$ cat src/rtl/msk_and_hpc3_sched_if.sv
// Bundle of requester, response, PRNG and gadget signals around the masked-AND scheduler.
interface msk_and_hpc3_sched_if #(
  parameter int unsigned D = 2
);
  localparam int unsigned RND = D * (D - 1);

  logic           req0_valid;
  logic           req0_ready;
  logic [D-1:0]   req0_a;
  logic [D-1:0]   req0_b;
  logic           req1_valid;
  logic           req1_ready;
  logic [D-1:0]   req1_a;
  logic [D-1:0]   req1_b;
  logic           rsp0_valid;
  logic           rsp0_ready;
  logic           rsp1_valid;
  logic           rsp1_ready;
  logic [D-1:0]   rsp_data;
  logic           rnd_valid;
  logic           rnd_ready;
  logic [RND-1:0] rnd_in;
  logic [D-1:0]   g_ina;
  logic [D-1:0]   g_inb;
  logic [D-1:0]   g_inb_prev;
  logic [RND-1:0] g_rnd;
  logic [D-1:0]   g_out;

  // Environment side: requesters, PRNG and the gadget itself.
  modport master (
    output req0_valid, req0_a, req0_b,
    output req1_valid, req1_a, req1_b,
    output rsp0_ready, rsp1_ready,
    output rnd_valid, rnd_in,
    output g_out,
    input  req0_ready, req1_ready,
    input  rsp0_valid, rsp1_valid, rsp_data,
    input  rnd_ready,
    input  g_ina, g_inb, g_inb_prev, g_rnd
  );

  // Scheduler side.
  modport slave (
    input  req0_valid, req0_a, req0_b,
    input  req1_valid, req1_a, req1_b,
    input  rsp0_ready, rsp1_ready,
    input  rnd_valid, rnd_in,
    input  g_out,
    output req0_ready, req1_ready,
    output rsp0_valid, rsp1_valid, rsp_data,
    output rnd_ready,
    output g_ina, g_inb, g_inb_prev, g_rnd
  );
endinterface

$ cat src/rtl/msk_and_hpc3_sched.sv
// Time-shares one d-share HPC3 masked AND gadget between two requesters.
// Round-robin arbitration, b-preload before execute, PRNG gated to the execute
// cycle, and a result buffer held until the owning requester takes it.
module msk_and_hpc3_sched #(
  parameter int unsigned D = 2
) (
  input logic                 clk,
  input logic                 rst,
  msk_and_hpc3_sched_if.slave bus
);
  localparam int unsigned RND = D * (D - 1);

  typedef enum logic [2:0] {
    S_IDLE = 3'd0,
    S_PRE  = 3'd1,
    S_WAIT = 3'd2,
    S_CAPT = 3'd3,
    S_RESP = 3'd4
  } state_t;

  state_t         state_q;
  state_t         state_d;
  logic [D-1:0]   a_q;
  logic [D-1:0]   b_q;
  logic [D-1:0]   inb_prev_q;
  logic [D-1:0]   rsp_data_q;
  // Owner of the current/last operation; doubles as the round-robin pointer.
  logic           owner_q;
  logic           rsp0_valid_q;
  logic           rsp1_valid_q;

  logic           grant0;
  logic           grant1;
  logic           rsp_hs;
  logic           req0_ready_c;
  logic           req1_ready_c;
  logic           rnd_ready_c;
  logic [D-1:0]   g_ina_c;
  logic [D-1:0]   g_inb_c;
  logic [RND-1:0] g_rnd_c;

  // On contention favour the requester not served last.
  assign grant0 = bus.req0_valid & (~bus.req1_valid | owner_q);
  assign grant1 = bus.req1_valid & ~grant0;
  assign rsp_hs = (rsp0_valid_q & bus.rsp0_ready) | (rsp1_valid_q & bus.rsp1_ready);

  // State register.
  always_ff @(posedge clk) begin
    if (rst) begin
      state_q <= S_IDLE;
    end else begin
      state_q <= state_d;
    end
  end

  // Next state and gadget/handshake drive; everything idles while rst is high.
  always_comb begin
    state_d      = state_q;
    req0_ready_c = 1'b0;
    req1_ready_c = 1'b0;
    rnd_ready_c  = 1'b0;
    g_ina_c      = '0;
    g_inb_c      = '0;
    g_rnd_c      = '0;
    if (!rst) begin
      case (state_q)
        S_IDLE: begin
          req0_ready_c = grant0;
          req1_ready_c = grant1;
          if (grant0 | grant1) begin
            state_d = S_PRE;
          end
        end
        S_PRE: begin
          g_inb_c = b_q;
          state_d = S_WAIT;
        end
        S_WAIT: begin
          // b stays on the port so g_inb_prev matches g_inb when we execute.
          g_inb_c = b_q;
          if (bus.rnd_valid) begin
            g_ina_c     = a_q;
            g_rnd_c     = bus.rnd_in;
            rnd_ready_c = 1'b1;
            state_d     = S_CAPT;
          end
        end
        S_CAPT: begin
          state_d = S_RESP;
        end
        S_RESP: begin
          if (rsp_hs) begin
            state_d = S_IDLE;
          end
        end
        default: begin
          state_d = S_IDLE;
        end
      endcase
    end
  end

  // Operand capture, b history and the response buffer.
  always_ff @(posedge clk) begin
    if (rst) begin
      a_q          <= '0;
      b_q          <= '0;
      owner_q      <= 1'b1;
      inb_prev_q   <= '0;
      rsp_data_q   <= '0;
      rsp0_valid_q <= 1'b0;
      rsp1_valid_q <= 1'b0;
    end else begin
      inb_prev_q <= g_inb_c;
      if (req0_ready_c | req1_ready_c) begin
        a_q     <= req1_ready_c ? bus.req1_a : bus.req0_a;
        b_q     <= req1_ready_c ? bus.req1_b : bus.req0_b;
        owner_q <= req1_ready_c;
      end
      if (state_q == S_CAPT) begin
        rsp_data_q   <= bus.g_out;
        rsp0_valid_q <= ~owner_q;
        rsp1_valid_q <= owner_q;
      end else if ((state_q == S_RESP) && rsp_hs) begin
        rsp_data_q   <= '0;
        rsp0_valid_q <= 1'b0;
        rsp1_valid_q <= 1'b0;
      end
    end
  end

  // Port drive.
  assign bus.req0_ready = req0_ready_c;
  assign bus.req1_ready = req1_ready_c;
  assign bus.rnd_ready  = rnd_ready_c;
  assign bus.g_ina      = g_ina_c;
  assign bus.g_inb      = g_inb_c;
  assign bus.g_rnd      = g_rnd_c;
  assign bus.g_inb_prev = inb_prev_q;
  assign bus.rsp_data   = rsp_data_q;
  assign bus.rsp0_valid = rsp0_valid_q;
  assign bus.rsp1_valid = rsp1_valid_q;

endmodule
$ cat src/flat_wrapper.sv
// flat-port wrapper written by rule: the top's interface ports become plain ports
module msk_and_hpc3_sched_flat 
#(
  parameter int unsigned D = 2
)
  (clk, rst, bus_req0_valid, bus_req0_a, bus_req0_b, bus_req1_valid, bus_req1_a, bus_req1_b, bus_rsp0_ready, bus_rsp1_ready, bus_rnd_valid, bus_rnd_in, bus_g_out, bus_req0_ready, bus_req1_ready, bus_rsp0_valid, bus_rsp1_valid, bus_rsp_data, bus_rnd_ready, bus_g_ina, bus_g_inb, bus_g_inb_prev, bus_g_rnd);
  msk_and_hpc3_sched_if #(.D(D)) bus_i ();
  input logic clk;
  input logic rst;
  input wire logic [$bits(bus_i.req0_valid)-1:0] bus_req0_valid;
  input wire logic [$bits(bus_i.req0_a)-1:0] bus_req0_a;
  input wire logic [$bits(bus_i.req0_b)-1:0] bus_req0_b;
  input wire logic [$bits(bus_i.req1_valid)-1:0] bus_req1_valid;
  input wire logic [$bits(bus_i.req1_a)-1:0] bus_req1_a;
  input wire logic [$bits(bus_i.req1_b)-1:0] bus_req1_b;
  input wire logic [$bits(bus_i.rsp0_ready)-1:0] bus_rsp0_ready;
  input wire logic [$bits(bus_i.rsp1_ready)-1:0] bus_rsp1_ready;
  input wire logic [$bits(bus_i.rnd_valid)-1:0] bus_rnd_valid;
  input wire logic [$bits(bus_i.rnd_in)-1:0] bus_rnd_in;
  input wire logic [$bits(bus_i.g_out)-1:0] bus_g_out;
  output wire logic [$bits(bus_i.req0_ready)-1:0] bus_req0_ready;
  output wire logic [$bits(bus_i.req1_ready)-1:0] bus_req1_ready;
  output wire logic [$bits(bus_i.rsp0_valid)-1:0] bus_rsp0_valid;
  output wire logic [$bits(bus_i.rsp1_valid)-1:0] bus_rsp1_valid;
  output wire logic [$bits(bus_i.rsp_data)-1:0] bus_rsp_data;
  output wire logic [$bits(bus_i.rnd_ready)-1:0] bus_rnd_ready;
  output wire logic [$bits(bus_i.g_ina)-1:0] bus_g_ina;
  output wire logic [$bits(bus_i.g_inb)-1:0] bus_g_inb;
  output wire logic [$bits(bus_i.g_inb_prev)-1:0] bus_g_inb_prev;
  output wire logic [$bits(bus_i.g_rnd)-1:0] bus_g_rnd;
  assign bus_i.req0_valid = bus_req0_valid;
  assign bus_i.req0_a = bus_req0_a;
  assign bus_i.req0_b = bus_req0_b;
  assign bus_i.req1_valid = bus_req1_valid;
  assign bus_i.req1_a = bus_req1_a;
  assign bus_i.req1_b = bus_req1_b;
  assign bus_i.rsp0_ready = bus_rsp0_ready;
  assign bus_i.rsp1_ready = bus_rsp1_ready;
  assign bus_i.rnd_valid = bus_rnd_valid;
  assign bus_i.rnd_in = bus_rnd_in;
  assign bus_i.g_out = bus_g_out;
  assign bus_req0_ready = bus_i.req0_ready;
  assign bus_req1_ready = bus_i.req1_ready;
  assign bus_rsp0_valid = bus_i.rsp0_valid;
  assign bus_rsp1_valid = bus_i.rsp1_valid;
  assign bus_rsp_data = bus_i.rsp_data;
  assign bus_rnd_ready = bus_i.rnd_ready;
  assign bus_g_ina = bus_i.g_ina;
  assign bus_g_inb = bus_i.g_inb;
  assign bus_g_inb_prev = bus_i.g_inb_prev;
  assign bus_g_rnd = bus_i.g_rnd;
  msk_and_hpc3_sched #(.D(D)) u_core (.clk(clk), .rst(rst), .bus(bus_i));
endmodule
$ cat config.mk
export PLATFORM = sky130hd
export DESIGN_NAME = msk_and_hpc3_sched_flat
export DESIGN_NICKNAME = d
export VERILOG_FILES = /design/src/rtl/msk_and_hpc3_sched_if.sv /design/src/rtl/msk_and_hpc3_sched.sv /design/src/flat_wrapper.sv
export SDC_FILE = /design/constraint.sdc
export NUM_CORES = 1
export LEC_CHECK = 0
export CELL_PAD_IN_SITES_DETAIL_PLACEMENT = 0
export CELL_PAD_IN_SITES_GLOBAL_PLACEMENT = 1
export CORE_ASPECT_RATIO = 0.9
export CORE_MARGIN = 5
export CORE_UTILIZATION = 28
export DETAILED_ROUTE_END_ITERATION = 12
export GPL_ROUTABILITY_DRIVEN = 0
export PLACE_DENSITY = 0.8
export SLEW_MARGIN = 10
export SYNTH_ARGS = -nofsm -noshare
export SYNTH_HDL_FRONTEND = slang
export SYNTH_SLANG_ARGS = --single-unit
$ cat constraint.sdc
create_clock -name clk -period 1.7 [get_ports clk]
set_input_delay 0.17 -clock clk [delete_from_list [all_inputs] [get_ports clk]]
set_output_delay 0.17 -clock clk [all_outputs]
set_load 0.05 [all_outputs]
==> flow_summary.json, run 1 <==
{
  "setup_viol": 0,
  "p_switching_uw": 366,
  "diodes": 0,
  "pwr-share-comb_pct": 40.3,
  "cp_data_required_time_ps": 1530,
  "layout_common_cells": "clkdlybuf4s50_1 (23), dfxtp_1 (11), buf_12 (9)",
  "r2r_start": "u_core.state_q[1]",
  "hold_class": "primary input to flop",
  "layout_commonest_cell": "clkdlybuf4s50_1",
  "slew_viol_final": 0,
  "switching_share_pct": 35.6,
  "routed_wl_um": 1950,
  "grt_pass1_wl_um": 3390,
  "row_count": 17,
  "maxCapViolCount": 0,
  "synth.yosys.seq_area_share_pct": 40.3,
  "critPathLaunchType": "flop",
  "seqPwrFrac_pct": 41.5,
  "slew_headroom_pct": 66.5,
  "ctsHtreeMaxLevel": 1,
  "worstSkewPairLatency_ps": 270,
  "nets": 133,
  "io_pins": 34,
  "tightestPinTransition_ps": 500,
  "fp.coreArea_um2": 2420,
  "clkSinkCount": 14,
  "port_buffers": 33,
  "rr_endpoint": "u_core.bus.rsp1_valid",
  "die_y_um": 57.3,
  "rsz0062_at_grt": "yes",
  "clockBufferDepth": 2,
  "min_delay_worst_endpoint": "u_core.state_q[1]",
  "finalCritPeriodShare_pct": 97.9,
  "drc": 0,
  "critPathKind": "flop to primary output",
  "hold_depth": 2,
  "ff2ff_setup_slack_ps": 340,
  "synthesis.nets": 93,
  "fin_crit_ps": 1660,
  "vdd_ir_drop_max_uv": 427,
  "grt_overflow": 0,
  "intPower_uw": 661,
  "min_from": "rst",
  "ys_ff_latch": 14,
  "vias": 714,
  "cts_tree": "built",
  "fmax_mhz": 601,
  "tns_ps": 0,
  "grt_pass1_vias": 760,
  "worstPathArrival_ps": 1490,
  "postSynthAreaPerCell_um2": 9.40,
  "wl_per_cell_um": 13.9,
  "initial_core_util_pct": 28.7,
  "place_hpwl_um": 1550,
  "cts_buffers": 3,
  "ant_nets": 0,
  "drt_iter0_markers": 5,
  "dr.pass1.iters": 4,
  "status": "completed",
  "syn_to_final_growth_pct": 79.9,
  "clkPwrFrac_pct": 18.1,
  "cts.root.buffer_cell": "clkbuf_4",
  "drive_gt1_share_pct": 31.3,
  "grt_max_degree": 12,
  "reg2reg_depth": 4,
  "post-route-util_pct": 51.6,
  "synthCells": 74,
  "p_per_area_nw_per_um2": 820,
  "leakagePower_uw": 0.000464,
  "crit_fanout": 7,
  "die_area_um2": 3580,
  "hold_violations": 0,
  "power_uw": 1030,
  "ys_warn_count": 0,
  "path_clk_slew_ps": 80,
  "synth_area_um2": 696,
  "yosysUniqueCellTypes": 30,
  "crit_path_end_kind": "primary output",
  "grt_util_all_layers_pct": 11.5,
  "antenna_found_initial": 0,
  "via_per_inst": 5.10,
  "cts_hold_buffers": 0,
  "die-width_um": 62.5,
  "fin_skew_ps": 1.02
}
-- cell type report --
type	count	area (um2)
clock buffer	3	22.5
inverter	5	18.8
timing repair buffer	39	472
sequential	14	289
fill	239	1170
tap	28	35.0
multi-input combinational	51	414
-- cell usage after synthesis --
master | instances | area (um2)
a21oi_1 | 5 | 25.0
o211ai_1 | 4 | 30.0
nand2b_1 | 2 | 12.5
nor2b_1 | 1 | 6.26
nor4_1 | 2 | 12.5
nor4_4 | 1 | 21.3
a2111oi_0 | 1 | 8.76
dfxtp_1 | 14 | 280
nand3b_1 | 1 | 7.51
and3b_1 | 1 | 8.76
buf_6 | 2 | 22.5
nand3_1 | 1 | 5.00
inv_1 | 5 | 18.8
o32ai_1 | 3 | 26.3
xnor2_1 | 1 | 8.76
a22oi_1 | 1 | 7.51
nor4_2 | 1 | 12.5
o21ai_2 | 1 | 8.76
a221oi_1 | 3 | 26.3
and2_1 | 6 | 37.5
or3b_1 | 1 | 8.76
mux2i_1 | 2 | 20.0
o21bai_1 | 1 | 7.51
clkbuf_1 | 1 | 3.75
nor3_1 | 3 | 15.0
nor2_1 | 2 | 7.51
a221o_1 | 1 | 10.0
nand2_1 | 5 | 18.8
buf_4 | 1 | 7.51
a21bo_2 | 1 | 10.0
-- kinds of logic after synthesis --
kind of cell	count (synthesis)	synth area share (%)
AND/OR/NAND/NOR	27	25.0
flip-flops	14	40.3
multiplexers	2	2.88
buffers and inverters	9	7.55
XOR/XNOR	1	1.26
AO/OA/AOI/OAI	21	23.0
-- per-stage QoR --
step,setup slack (ps),cells,cell area (um2),hold WS [ps]
floorplan,-172,74,729,253
global placement,28.2,136,1190,453
detailed placement,-26.3,136,1190,455
CTS,4.12,140,1230,436
global route,-49.7,140,1250,381
finish,35.5,140,1250,355
-- worst max-delay path by stage --
stage / cells after the start / to / start
6_report: 4 / bus_g_ina[1] / u_core.state_q[0]
3_5_place_dp: 4 / u_core.b_q[1] / bus_req1_valid
4_1_cts: 4 / bus_g_rnd[0] / rst
2_1_floorplan: 3 / bus_g_ina[0] / u_core.state_q[2]
3_3_place_gp: 4 / bus_g_ina[0] / rst
5_1_grt: 4 / bus_g_ina[1] / u_core.state_q[0]
-- per-layer routing --
metal / wire length, um / track usage, %
met3: 73 / 1.97
met1: 843 / 13.5
met2: 1030 / 20.9
met5: 0 / 0
met4: 0 / 4.55
-- worst max-delay path, cell delays in order (launching register included) --
cell and delay, ps:
dfxtp_4 380, buf_6 130, nor4_4 360, and2_4 220, buf_12 130
-- what timing repair did --
action	CTS	global route
endpoints found under the hold margin	0	0
pin swaps	2	4
gates resized for setup	6	7
setup endpoints to repair	8	9
buffers inserted	1	0
-- power by group through the flow --
stage	clock network (uW)	registers (uW)	logic, uW
floorplan	0	424	243
global placement	0	427	382
detailed placement	0	428	387
CTS	195	422	405
global route	210	434	444
finish	186	427	414
-- registers in the layout, indices dropped and copies added, names as in the netlist --
| signal | cells |
|---|---|
| u_core.b_q | 2 |
| u_core.state_q | 3 |
| u_core.a_q | 2 |
| u_core.bus.rsp1_valid | 1 |
| u_core.owner_q | 1 |
| u_core.bus.rsp0_valid | 1 |
| u_core.bus.g_inb_prev | 2 |
| u_core.bus.rsp_data | 2 |
Note: power is estimated with default switching activity, not from simulation.
==> inputs of run 2 (changes only) <==
--- a/config.mk
+++ b/config.mk
@@ -10,6 +10,7 @@
 export CORE_ASPECT_RATIO = 0.9
 export CORE_MARGIN = 5
 export CORE_UTILIZATION = 28
+export CTS_CLUSTER_DIAMETER = 120
 export DETAILED_ROUTE_END_ITERATION = 12
 export GPL_ROUTABILITY_DRIVEN = 0
 export PLACE_DENSITY = 0.8
==> results of run 2 <==
No change in the layout: final DEF, timing and power equal those of run 1.
==> inputs of run 3 (changes only) <==
--- a/config.mk
+++ b/config.mk
@@ -9,11 +9,11 @@
 export CELL_PAD_IN_SITES_GLOBAL_PLACEMENT = 1
 export CORE_ASPECT_RATIO = 0.9
 export CORE_MARGIN = 5
-export CORE_UTILIZATION = 28
+export CORE_UTILIZATION = 25
 export CTS_CLUSTER_DIAMETER = 120
 export DETAILED_ROUTE_END_ITERATION = 12
 export GPL_ROUTABILITY_DRIVEN = 0
-export PLACE_DENSITY = 0.8
+export PLACE_DENSITY = 0.76
 export SLEW_MARGIN = 10
 export SYNTH_ARGS = -nofsm -noshare
 export SYNTH_HDL_FRONTEND = slang
==> constraint.sdc (replaced) <==
create_clock -name clk -period 1.5 [get_ports clk]
set_input_delay 0.15 -clock clk [delete_from_list [all_inputs] [get_ports clk]]
set_output_delay 0.15 -clock clk [all_outputs]
set_load 0.05 [all_outputs]
==> run 3 against run 2 <==
The run now ends with setup timing left. Final cell count grew 10%. Largest cell class unchanged. Routed wire length up 14%. Count of clock-buffer cells in the layout is the same. Sequential share of layout area shrank 2.1 points. Critical endpoint is now bus_req0_ready. Global-route usage is 0.57 points higher. Utilization is 0.63 points lower. Highest routed layer is now met4. Die area is 10% higher. Critical path type unchanged. Sequential cell count did not move. Power is 25% higher.
==> flow_summary.json, run 3 (same netlist as run 1, synthesis figures left out) <==
{
  "postLayoutSetupSlackWorst_ps": -143,
  "critPathLaunchType": "flop",
  "maxCapViolCount": 0,
  "fillCellCount": 249,
  "cp_data_required_time_ps": 1350,
  "fin_skew_ps": 2.09,
  "tightestPinTransition_ps": 468,
  "die_y_um": 60.0,
  "leakagePower_uw": 0.000527,
  "port_buffers": 33,
  "syn_to_final_growth_pct": 98.0,
  "violations": "setup timing",
  "dr.pass1.iters": 4,
  "post-route-util_pct": 51.0,
  "setup_viol": 12,
  "critPathKind": "flop to primary output",
  "fmax_mhz": 609,
  "initial_core_util_pct": 25.7,
  "seqPwrFrac_pct": 36.5,
  "rsz0062_at_grt": "yes",
  "io_pins": 34,
  "slew_viol_final": 0,
  "path_clk_slew_ps": 80,
  "grt_util_all_layers_pct": 12.1,
  "finalCritPeriodShare_pct": 110,
  "switching_share_pct": 36.0,
  "cts_hold_buffers": 0,
  "status": "finished, violations left",
  "intPower_uw": 821,
  "path_buf_inv": 3,
  "drive_gt1_share_pct": 45.2,
  "layout_common_cells": "buf_4 (20), clkdlybuf4s50_1 (17), dfxtp_1 (11)",
  "place_hpwl_um": 1600,
  "largest_register_ffs": 3,
  "crit_chain": "buf_4, nor4_4, inv_2, nor3_4, buf_12",
  "whs_ps": 402,
  "die-width_um": 65.6,
  "via_per_inst": 5.01,
  "grt_pass1_wl_um": 3570,
  "p_switching_uw": 462,
  "drt_iter0_markers": 5,
  "seqCellArea_um2": 289,
  "tns_ps": -941,
  "p_per_area_nw_per_um2": 931,
  "worst_path_max_delay_cell": "dfxtp_4",
  "largest-register": "u_core.state_q",
  "antenna_found_initial": 0,
  "clkPwrFrac_pct": 16.1,
  "cts_buffers": 3,
  "cts.root.buffer_cell": "clkbuf_4",
  "grt_pass1_vias": 785,
  "row_count": 18,
  "grt_overflow": 0,
  "fin_crit_ps": 1640,
  "ant_nets": 0,
  "die_area_um2": 3940,
  "nets": 145,
  "slew_headroom_pct": 68.8,
  "clockBufferDepth": 2,
  "pwr-share-comb_pct": 47.4,
  "diodes": 0,
  "worstPathArrival_ps": 1490,
  "hold_class": "primary input to flop",
  "routed_wl_um": 2230,
  "clkSinkCount": 14,
  "fp.coreArea_um2": 2700,
  "multi_input_area_um2": 455,
  "critical-path-top-delay-family": "simple AND/OR/NAND/NOR gates",
  "worstSkewPairLatency_ps": 270,
  "hold_violations": 0,
  "crit_path_end_kind": "primary output",
  "layout_commonest_cell": "buf_4",
  "crit_fanout": 4,
  "wl_per_cell_um": 14.4,
  "vias": 771,
  "slowest_delay_ps": 370,
  "vdd_ir_drop_max_uv": 506,
  "ctsHtreeMaxLevel": 1,
  "grt_max_degree": 9,
  "cts_tree": "built",
  "drc": 0
}
-- run 3: changes by cell type in the layout (fill, tap and decap cells not counted), moves of 3 or more --
| cell | delta |
|---|---|
| buf_4 | +15 |
| a221oi_1 | -3 |
| buf_6 | +3 |
| a221oi_2 | +3 |
| clkdlybuf4s50_1 | -6 |
-- run 3: power by group through the flow --
stage | registers [uW] | clock network (uW) | logic, uW
floorplan | 481 | 0 | 286
global placement | 471 | 0 | 500
detailed placement | 474 | 0 | 509
CTS | 471 | 213 | 549
global route | 475 | 226 | 651
finish | 469 | 206 | 608
-- run 3: tightest hold or removal path: cells and delay by family --
kind                   cells  cell delay (ps)
buffers and inverters      2              440
and+or+nand+nor            1               50
-- run 3: worst paths after layout --
| path | start | to | slack (ps) | depth (start not counted) |
|---|---|---|---|---|
| setup / recovery | u_core.state_q[0] | bus_req0_ready | -140 | 5 |
| hold / removal | rst | u_core.state_q[1] | 400 | 3 |
| setup reg to reg | u_core.state_q[0] | u_core.a_q[1] | -30 | 7 |
| hold reg to reg | u_core.a_q[0] | u_core.a_q[0] | 470 | 2 |
-- run 3: per-layer routing --
metal / GRT usage, % / up-vias / wire length [um]
met4: 5.92 / 0 / 47
met2: 21.9 / 30 / 1150
met5: 0 / - / 0
met1: 13.2 / 355 / 881
met3: 3.01 / 6 / 143
li1: - / 380 / -
-- run 3: repair_timing --
action / CTS / global route
pin swaps: 7 / 8
setup buffers: 4 / 3
resized for setup: 13 / 5
endpoints found under the setup margin: 9 / 10
-- run 3: layout make-up --
class / instances / share of cell area, %
tap: 30 / 2.72
sequential: 14 / 21.0
timing repair buffer: 51 / 40.2
clock buffer: 3 / 1.63
multi-input combinational: 51 / 33.1
inverter: 5 / 1.36
-- run 3: per-stage QoR --
stage	worst slack, ps	std cells	area (um2)	power (uW)
6_report	-143	154	1380	1280
3_3_place_gp	-174	144	1230	972
2_1_floorplan	-196	74	743	767
3_5_place_dp	-237	144	1230	983
5_1_grt	-227	154	1380	1350
4_1_cts	-151	151	1330	1230
